### config.mk
export PLATFORM = sky130hd
export DESIGN_NAME = vga_rect_filler
export DESIGN_NICKNAME = d
export VERILOG_FILES = /design/src/rtl/vga_draw_pkg.sv /design/src/rtl/xy_scan_counter.sv /design/src/rtl/vga_rect_filler.sv
export SDC_FILE = /design/constraint.sdc
export NUM_CORES = 1
export LEC_CHECK = 0
export CORE_MARGIN = 2
export CORE_UTILIZATION = 45
export CTS_CLUSTER_SIZE = 20
export DETAILED_ROUTE_END_ITERATION = 8
export GPL_TIMING_DRIVEN = 0
export PLACE_DENSITY = 0.7
export SLEW_MARGIN = 40
export SYNTH_ARGS = -nofsm -noshare
export SYNTH_HDL_FRONTEND = slang
export SYNTH_SLANG_ARGS = --single-unit
### constraint.sdc
create_clock -name clock -period 7.7 [get_ports clock]
set_clock_uncertainty 0.1 [all_clocks]
set_input_delay 1.54 -clock clock [delete_from_list [all_inputs] [get_ports clock]]
set_output_delay 1.54 -clock clock [all_outputs]
set_load 0.1 [all_outputs]
### src/rtl/vga_draw_pkg.sv
/*------------------------------------------------------------------------------
 * Module      : vga_draw_pkg
 * Description : Shared constants, state encoding and clip helper for the
 *               frame-buffer drawers.
 * Revision    : 1.0 - initial release
 *----------------------------------------------------------------------------*/
`default_nettype none

package vga_draw_pkg;

  localparam int SCREEN_W_DEF = 160;
  localparam int SCREEN_H_DEF = 120;
  localparam int COLOR_W_DEF  = 3;

  typedef logic [1:0] state_t;

  localparam state_t ST_IDLE = 2'd0;
  localparam state_t ST_LOAD = 2'd1;
  localparam state_t ST_PLOT = 2'd2;
  localparam state_t ST_DONE = 2'd3;

  // Visible extent of a span starting at origin, clipped at the screen edge.
  function automatic int unsigned clip_extent(input int unsigned origin,
                                              input int unsigned size,
                                              input int unsigned limit);
    int unsigned result;
    if (origin >= limit) begin
      result = 0;
    end else if (size < (limit - origin)) begin
      result = size;
    end else begin
      result = limit - origin;
    end
    return result;
  endfunction

endpackage

`default_nettype wire

### src/rtl/xy_scan_counter.sv
/*------------------------------------------------------------------------------
 * Module      : xy_scan_counter
 * Description : Row-major 2D offset counter, x fastest, with last-pixel flag.
 * Revision    : 1.0 - initial release
 *----------------------------------------------------------------------------*/
`default_nettype none

module xy_scan_counter #(
  parameter int SIZE_W = 8
) (
  input  logic              clock,
  input  logic              reset,
  input  logic              clear,
  input  logic              advance,
  input  logic [SIZE_W-1:0] w_eff,
  input  logic [SIZE_W-1:0] h_eff,
  output logic [SIZE_W-1:0] x_off,
  output logic [SIZE_W-1:0] y_off,
  output logic              last
);

  logic [SIZE_W-1:0] x_off_q, x_off_d;
  logic [SIZE_W-1:0] y_off_q, y_off_d;
  logic              w_x_end;

  assign w_x_end = (x_off_q == (w_eff - SIZE_W'(1)));

  always_comb begin
    x_off_d = x_off_q;
    y_off_d = y_off_q;
    if (clear) begin
      x_off_d = '0;
      y_off_d = '0;
    end else if (advance) begin
      if (w_x_end) begin
        x_off_d = '0;
        y_off_d = y_off_q + SIZE_W'(1);
      end else begin
        x_off_d = x_off_q + SIZE_W'(1);
      end
    end
  end

  always_ff @(posedge clock) begin
    if (reset) begin
      x_off_q <= '0;
      y_off_q <= '0;
    end else begin
      x_off_q <= x_off_d;
      y_off_q <= y_off_d;
    end
  end

  assign x_off = x_off_q;
  assign y_off = y_off_q;
  assign last  = w_x_end && (y_off_q == (h_eff - SIZE_W'(1)));

endmodule

`default_nettype wire

### src/rtl/vga_rect_filler.sv
/*------------------------------------------------------------------------------
 * Module      : vga_rect_filler
 * Description : Clipped rectangle / full-screen clear plotter with
 *               plot_ready backpressure toward the frame-buffer write port.
 * Revision    : 1.0 - initial release
 *----------------------------------------------------------------------------*/
`default_nettype none

module vga_rect_filler
  import vga_draw_pkg::*;
#(
  parameter int X_W      = 8,
  parameter int Y_W      = 7,
  parameter int SCREEN_W = SCREEN_W_DEF,
  parameter int SCREEN_H = SCREEN_H_DEF,
  parameter int COLOR_W  = COLOR_W_DEF,
  parameter int SIZE_W   = 8
) (
  input  logic               clock,
  input  logic               reset,
  input  logic               start,
  input  logic               mode,
  input  logic [X_W-1:0]     x0,
  input  logic [Y_W-1:0]     y0,
  input  logic [SIZE_W-1:0]  rect_w,
  input  logic [SIZE_W-1:0]  rect_h,
  input  logic [COLOR_W-1:0] color_in,
  input  logic               plot_ready,
  output logic               busy,
  output logic               plot,
  output logic [X_W-1:0]     X,
  output logic [Y_W-1:0]     Y,
  output logic [COLOR_W-1:0] color_out,
  output logic               done
);

  state_t             state_q, state_d;
  logic               mode_q, mode_d;
  logic [X_W-1:0]     x_base_q, x_base_d;
  logic [Y_W-1:0]     y_base_q, y_base_d;
  logic [SIZE_W-1:0]  w_req_q, w_req_d;
  logic [SIZE_W-1:0]  h_req_q, h_req_d;
  logic [SIZE_W-1:0]  w_eff_q, w_eff_d;
  logic [SIZE_W-1:0]  h_eff_q, h_eff_d;
  logic [COLOR_W-1:0] color_q, color_d;

  logic [SIZE_W-1:0]  w_calc, h_calc;
  logic [SIZE_W-1:0]  x_off, y_off;
  logic               scan_last;
  logic               scan_clear, scan_advance;

  // Clear mode ignores the captured origin/size entirely.
  assign w_calc = mode_q ? SIZE_W'(SCREEN_W)
                         : SIZE_W'(clip_extent(32'(x_base_q), 32'(w_req_q), 32'(SCREEN_W)));
  assign h_calc = mode_q ? SIZE_W'(SCREEN_H)
                         : SIZE_W'(clip_extent(32'(y_base_q), 32'(h_req_q), 32'(SCREEN_H)));

  assign scan_clear   = (state_q == ST_LOAD);
  assign scan_advance = (state_q == ST_PLOT) && plot_ready;

  xy_scan_counter #(
    .SIZE_W (SIZE_W)
  ) u_scan (
    .clock   (clock),
    .reset   (reset),
    .clear   (scan_clear),
    .advance (scan_advance),
    .w_eff   (w_eff_q),
    .h_eff   (h_eff_q),
    .x_off   (x_off),
    .y_off   (y_off),
    .last    (scan_last)
  );

  always_comb begin
    state_d  = state_q;
    mode_d   = mode_q;
    x_base_d = x_base_q;
    y_base_d = y_base_q;
    w_req_d  = w_req_q;
    h_req_d  = h_req_q;
    w_eff_d  = w_eff_q;
    h_eff_d  = h_eff_q;
    color_d  = color_q;
    case (state_q)
      ST_IDLE: begin
        if (start) begin
          mode_d   = mode;
          x_base_d = x0;
          y_base_d = y0;
          w_req_d  = rect_w;
          h_req_d  = rect_h;
          color_d  = color_in;
          state_d  = ST_LOAD;
        end
      end
      ST_LOAD: begin
        w_eff_d = w_calc;
        h_eff_d = h_calc;
        if (mode_q) begin
          x_base_d = '0;
          y_base_d = '0;
        end
        state_d = ((w_calc == '0) || (h_calc == '0)) ? ST_DONE : ST_PLOT;
      end
      ST_PLOT: begin
        if (plot_ready && scan_last) begin
          state_d = ST_DONE;
        end
      end
      default: begin
        state_d = ST_IDLE;
      end
    endcase
  end

  always_ff @(posedge clock) begin
    if (reset) begin
      state_q  <= ST_IDLE;
      mode_q   <= 1'b0;
      x_base_q <= '0;
      y_base_q <= '0;
      w_req_q  <= '0;
      h_req_q  <= '0;
      w_eff_q  <= '0;
      h_eff_q  <= '0;
      color_q  <= '0;
    end else begin
      state_q  <= state_d;
      mode_q   <= mode_d;
      x_base_q <= x_base_d;
      y_base_q <= y_base_d;
      w_req_q  <= w_req_d;
      h_req_q  <= h_req_d;
      w_eff_q  <= w_eff_d;
      h_eff_q  <= h_eff_d;
      color_q  <= color_d;
    end
  end

  // Outputs decode registered state only; clipping keeps the sums on screen.
  assign busy      = (state_q != ST_IDLE);
  assign plot      = (state_q == ST_PLOT);
  assign done      = (state_q == ST_DONE);
  assign X         = x_base_q + X_W'(x_off);
  assign Y         = y_base_q + Y_W'(y_off);
  assign color_out = color_q;

endmodule

`default_nettype wire

==> results of run 1 <==
how the worst min path moves through the flow:
stage                       startpoint           end  slack [ps]  depth (start not counted)
after global placement    color_out[2]  color_out[2]         340                          2
after global routing      color_out[1]  color_out[1]         390                          2
after CTS                 color_out[0]  color_out[0]         360                          2
after detailed placement  color_out[0]  color_out[0]         350                          2
after floorplan             w_req_q[6]    w_req_q[6]         350                          2
final                     color_out[0]  color_out[0]         360                          2
registers in the layout, indices dropped and copies added, names as in the netlist:
name	count
x_base_q	8
h_req_q	8
state_q	2
color_out	3
mode_q	1
w_eff_q	8
y_base_q	7
u_scan.y_off	8
w_req_q	8
u_scan.x_off	8
h_eff_q	8
report_power, final:
part / total, W / switching [W] / internal (W)
Sequential: 0.000530 / 0.000103 / 0.000427
Clock: 0.000320 / 0.000144 / 0.000176
Combinational: 0.00114 / 0.000773 / 0.000365
Total: 0.00199 / 0.00102 / 0.000969
placed cells by master, fill, tap and decap left out, drive strengths merged, types with 23 or more instances in the layout:
cell            n
clkbuf         32
nor2           61
ha             38
xnor2          32
xor2           25
nand2          68
a21oi          60
buf            23
clkdlybuf4s50  37
dfxtp          69
inv            40
area by class of cell:
cell class              count  area share, %
multi-input cells         435           54.2
inverters                  40           2.79
flip-flops and latches     69           25.7
plain buffers              21           1.46
repair buffers             58           8.83
well taps                 133           3.09
clock buffers              13           3.14
clock inverters             3          0.790
routing by layer:
layer / part of all wire, % / vias up / routed length [microns]
li1: - / 2085 / -
met1: 47 / 1980 / 5360
met2: 46 / 100 / 5210
met3: 4.8 / 20 / 546
met4: 2.6 / 0 / 293
met5: 0 / - / 0
cells by family after synthesis:
group | after synthesis | synth area share, %
mux | 16 | 3.56
buf+inv | 61 | 5.06
fa+ha+maj | 40 | 11.4
compound gates | 113 | 15.6
flops | 69 | 30.5
xor+xnor | 57 | 11.0
simple gates | 209 | 22.9
worst register-to-register path, delay by kind of cell (launching register included):
| kind | cells | cell delay [ps] |
|---|---|---|
| AO/OA/AOI/OAI | 7 | 1630 |
| XOR/XNOR | 1 | 230 |
| adder cells (fa/ha/maj) | 1 | 300 |
| buffers and inverters | 1 | 70 |
| flip-flops | 1 | 400 |
| multiplexers | 1 | 280 |
| AND/OR/NAND/NOR | 2 | 610 |
through the flow:
stage,setup slack [ps],hold WS (ps),cell area [sq um]
6_report,3310,360,5380
5_1_grt,3140,393,5380
4_1_cts,3290,364,5380
3_5_place_dp,3670,350,5170
3_3_place_gp,3050,343,5280
2_1_floorplan,2980,349,4530
==> impl_metrics.ini, run 1 <==
[place]
io_buffers = 58
place_hpwl_mm = 8.88
dp_cells = 756
place.gp.congestion = 0.833

[die]
die_x_microns = 104
core_sq_um = 9770
initial_core_util_pct = 46.3
pin_count = 60
std_cell_rows = 36
die_area_sq_um = 10900
chipHeight_microns = 104

[pwr]
power_density_nw_per_um2 = 369
p_leak_nw = 2.28
vdd_ir_drop_max_v = 0.000180
power_w = 0.00199

[timing]
hold_viol = 0
setup_violations = 0
slew_viol_final = 0
period_minus_slack_ps = 4390
rsz0062_at_grt = false
relSlewSlack_pct = 58.9
min_period_over_period_pct = 57.0
fmax_mhz = 228
tns_ps = 0
worstMarginPinSlew_ps = 615

[setup_path]
r2r-start = y_base_q[0]
worstPathArrival_ps = 2750
path_cells = ha_1 -> a21o_1 -> a21oi_1 -> o21bai_1 -> a21oi_1 -> o21bai_1 -> a21oi_1 -> xnor2_1 -> buf_2
cp.depth = 9
worstReg2RegEnd = state_q[0]
crit_start = u_scan.x_off[1]
cp-endpoint = X[7]
critPathMaxStageDelay_ps = 480
reg2regPathDepth = 13
worst_setup_path_end_kind = output pin
critPathMaxFanout = 7
rrSetupSlack_ps = 3990
critPathTopFamily = compound AO/OA/AOI/OAI gates
start_kind = flop
worst_path_max_delay_cell = dfxtp_1
cp.buffers_inverters = 1
cp_common_cell = a21oi_1
worstPathRequired_ps = 6060
criticalPathCategory = flop to output pin

[clocking]
cts_root_buffer = clkbuf_8
cts-buffers-inserted = 9
clock_latency_ps = 350
clk_path_buf_depth = 2
ctsResizeCount = 0
holdBufCountCts = 0
htreeDepth = 3
cts_setup_buffers = 0
clock-sinks = 69
path_clk_slew_ps = 80
tritoncts = built

[route]
via_per_inst = 5.42
wl_per_cell_microns = 14.8
first_pass_iters = 5
drt_iter0_markers = 157
vias = 4185
wl_mm = 11.4
ant_nets = 0
drc = 0

[synthesis]
yosysSeqAreaShare_pct = 30.5
yosys-top-cells-count = 69 x dfxtp_1, 67 x nand2_1, 60 x a21oi_1, 60 x nor2_1, 40 x inv_1
synth_cells = 565
ys_ff_latch = 69
async_flop_share_pct = 0
synth_area_leaders = dfxtp_1 30%, ha_1 10%, a21oi_1 6.6%, xnor2_1 6.2%, nand2_1 5.6%
synthFlopType = dfxtp_1
synth_top_area_share_pct = 30.5
syn-num-nets = 644
yosys_warnings = 0
synth_edf_count = 0
post_synth.cell_area_avg_sq_um = 8.02
synth.most_common_cell = dfxtp_1
netlist_area_sq_um = 4530
yosysTopAreaCell = dfxtp_1
synth_cell_types = 57

[global_route]
grt-ovfl-total = 0
grtUsageMet2_pct = 35.1
grt_pass1_vias = 4085
grt_max_degree = 12
track_usage_pct = 21.7
grtUsageMet3_pct = 3.38
gr-usage-met1_pct = 28.7
grt.busiest_layer = met2
grt_pass1_wl_mm = 19.4
antenna_found_initial = 0

[cells_and_area]
final_nets = 713
nFillCells = 940
multi_input_area_sq_um = 2920
syn2layout_area_growth_pct = 18.8
stdcell_count = 772
diodes = 0
final_util_pct = 55.1
seqCellArea_sq_um = 1380
drive_gt1_share_pct = 8.29

[hold_path]
hp-class = flop to flop

[outcome]
outcome = completed

[job]
cap_violations = 0
(Power assumes the default switching activity.)
==> inputs of run 2 (changes only) <==
--- a/config.mk
+++ b/config.mk
@@ -10,7 +10,7 @@
 export CTS_CLUSTER_SIZE = 20
 export DETAILED_ROUTE_END_ITERATION = 8
 export GPL_TIMING_DRIVEN = 0
-export PLACE_DENSITY = 0.7
+export PLACE_DENSITY = 0.73
 export SLEW_MARGIN = 40
 export SYNTH_ARGS = -nofsm -noshare
 export SYNTH_HDL_FRONTEND = slang
==> constraint.sdc (replaced) <==
create_clock -name clock -period 3.9 [get_ports clock]
set_clock_uncertainty 0.1 [all_clocks]
set_input_delay 0.78 -clock clock [delete_from_list [all_inputs] [get_ports clock]]
set_output_delay 0.78 -clock clock [all_outputs]
set_load 0.1 [all_outputs]
==> run 2 against run 1 <==
  * Core utilization is 0.090 points lower
  * Critical path type unchanged
  * Sequential share of layout area is 0.065 points higher
  * Wire length is 0.94% higher
  * Clock power is 62% higher
  * Global-route usage is 0.31 points lower
==> impl_metrics.ini, run 2 (synthesized netlist as in run 1, its figures left out) <==
[timing]
hold_viol = 0
tns_ps = 0
rsz0062_at_grt = false
relSlewSlack_pct = 61.0
fmax_mhz = 278
min_period_over_period_pct = 92.1
slew_viol_final = 0
setup_violations = 0
worstMarginPinSlew_ps = 585
setup_ws_ps = 307
period_minus_slack_ps = 3590

[setup_path]
start_kind = flop
path_cells = ha_1 -> a21o_1 -> a21oi_1 -> o21bai_1 -> a21oi_1 -> o21bai_1 -> a21oi_1 -> xnor2_1 -> buf_2
worst_path_max_delay_cell = dfxtp_1
worstPathArrival_ps = 2710
reg2regPathDepth = 14
criticalPathCategory = flop to output pin
cp-endpoint = X[7]
worstPathRequired_ps = 3020
critPathMaxStageDelay_ps = 490
rrSetupSlack_ps = 360
critPathMaxFanout = 7
r2r-start = x_base_q[1]
worst_setup_path_end_kind = output pin
worstReg2RegEnd = state_q[0]
cp_common_cell = a21oi_1
crit_start = u_scan.x_off[1]

[global_route]
grt-ovfl-total = 0
antenna_found_initial = 0
grt_pass1_wl_mm = 19.1
track_usage_pct = 21.4
grt_pass1_vias = 4062
grt_max_degree = 12

[cells_and_area]
final_util_pct = 55.0
drive_gt1_share_pct = 8.92
layout.cells.most_common = dfxtp_1
syn2layout_area_growth_pct = 18.6
diodes = 0
multi_input_area_sq_um = 2950
mostFrequentLayoutCells = 68 x dfxtp_1, 67 x nand2_1, 60 x a21oi_1, 60 x nor2_1, 40 x inv_1
final_nets = 714
finalInstanceArea_sq_um = 5370
nFillCells = 955
seqCellArea_sq_um = 1380

[die]
pin_count = 60
die_x_microns = 104
die_area_sq_um = 10900
std_cell_rows = 36
core_sq_um = 9770
initial_core_util_pct = 46.3
chipHeight_microns = 104

[route]
via_per_inst = 5.35
drc = 0
drt_iter0_markers = 137
wl_mm = 11.5
first_pass_iters = 6
ant_nets = 0
wl_per_cell_microns = 14.9
vias = 4128

[pwr]
power_w = 0.00385
vdd_ir_drop_max_v = 0.000339
p_leak_nw = 2.28
power_density_nw_per_um2 = 717

[outcome]
outcome = completed

[clocking]
path_clk_slew_ps = 70
clk_path_buf_depth = 2
cts-buffers-inserted = 9
tritoncts = built
clock_latency_ps = 350
htreeDepth = 3
holdBufCountCts = 0
clock-sinks = 69
cts_root_buffer = clkbuf_8

[place]
place_hpwl_mm = 8.94
io_buffers = 58
postPlaceCellArea_sq_um = 5190
place.gp.congestion = 0.858
dp_slack_ps = 158

[hold_path]
hp-class = flop to flop

[job]
cap_violations = 0
==> run 2: stage by stage <==
step / hold WS [ps] / cells
5_1_grt: 398 / 772
6_report: 361 / 772
4_1_cts: 366 / 771
3_5_place_dp: 354 / 756
2_1_floorplan: 349 / 565
3_3_place_gp: 345 / 756
==> run 2: metal layers <==
metal	global-route usage, %	part of all wire (%)	routed length [microns]	vias up
met1	27.8	47	5420	1930
met4	8.01	2.3	267	0
met2	35.7	47	5360	92
met5	0	0	0	-
met3	3.01	4.1	471	20
li1	-	-	-	2086
==> run 2: critical path: cells and delay by family (launching register included) <==
family,cells,cell delay (ps)
xor gates and xnor gates,1,140
adders and majority gates,1,300
AOI/OAI and AO/OA,6,1000
DFF,1,490
buffers and inverters,1,450
==> run 2: power by group <==
| part | total, W | internal [W] | leakage (nW) | switching (W) |
|---|---|---|---|---|
| combinational | 0.00229 | 0.000740 | 1.63 | 0.00155 |
| sequential | 0.00105 | 0.000845 | 0.563 | 0.000203 |
| clock | 0.000520 | 0.000243 | 0.0812 | 0.000277 |
| total | 0.00385 | 0.00183 | 2.28 | 0.00203 |
==> run 2: layout make-up <==
cell class | instances | area share, %
Sequential cell | 69 | 25.7
Multi-Input combinational cell | 435 | 54.8
Tap cell | 133 | 3.10
Clock inverter | 4 | 0.466
Buffer | 21 | 1.47
Clock buffer | 11 | 2.63
Timing Repair Buffer | 59 | 8.99
Inverter | 40 | 2.79
==> run 2: repair_timing <==
item	CTS	global route
setup buffers	0	1
gates resized for setup	0	4
setup endpoints to repair	0	1
endpoints found under the hold margin	0	0
==> run 2: how the worst min path moves through the flow <==
stage | end | slack (ps) | from | cells past startpoint
after floorplan | w_req_q[6] | 350 | w_req_q[6] | 2
after detailed placement | color_out[1] | 350 | color_out[1] | 2
after CTS | color_out[1] | 370 | color_out[1] | 2
after global routing | color_out[1] | 400 | color_out[1] | 2
after global placement | color_out[0] | 350 | color_out[0] | 2
final | color_out[1] | 360 | color_out[1] | 2
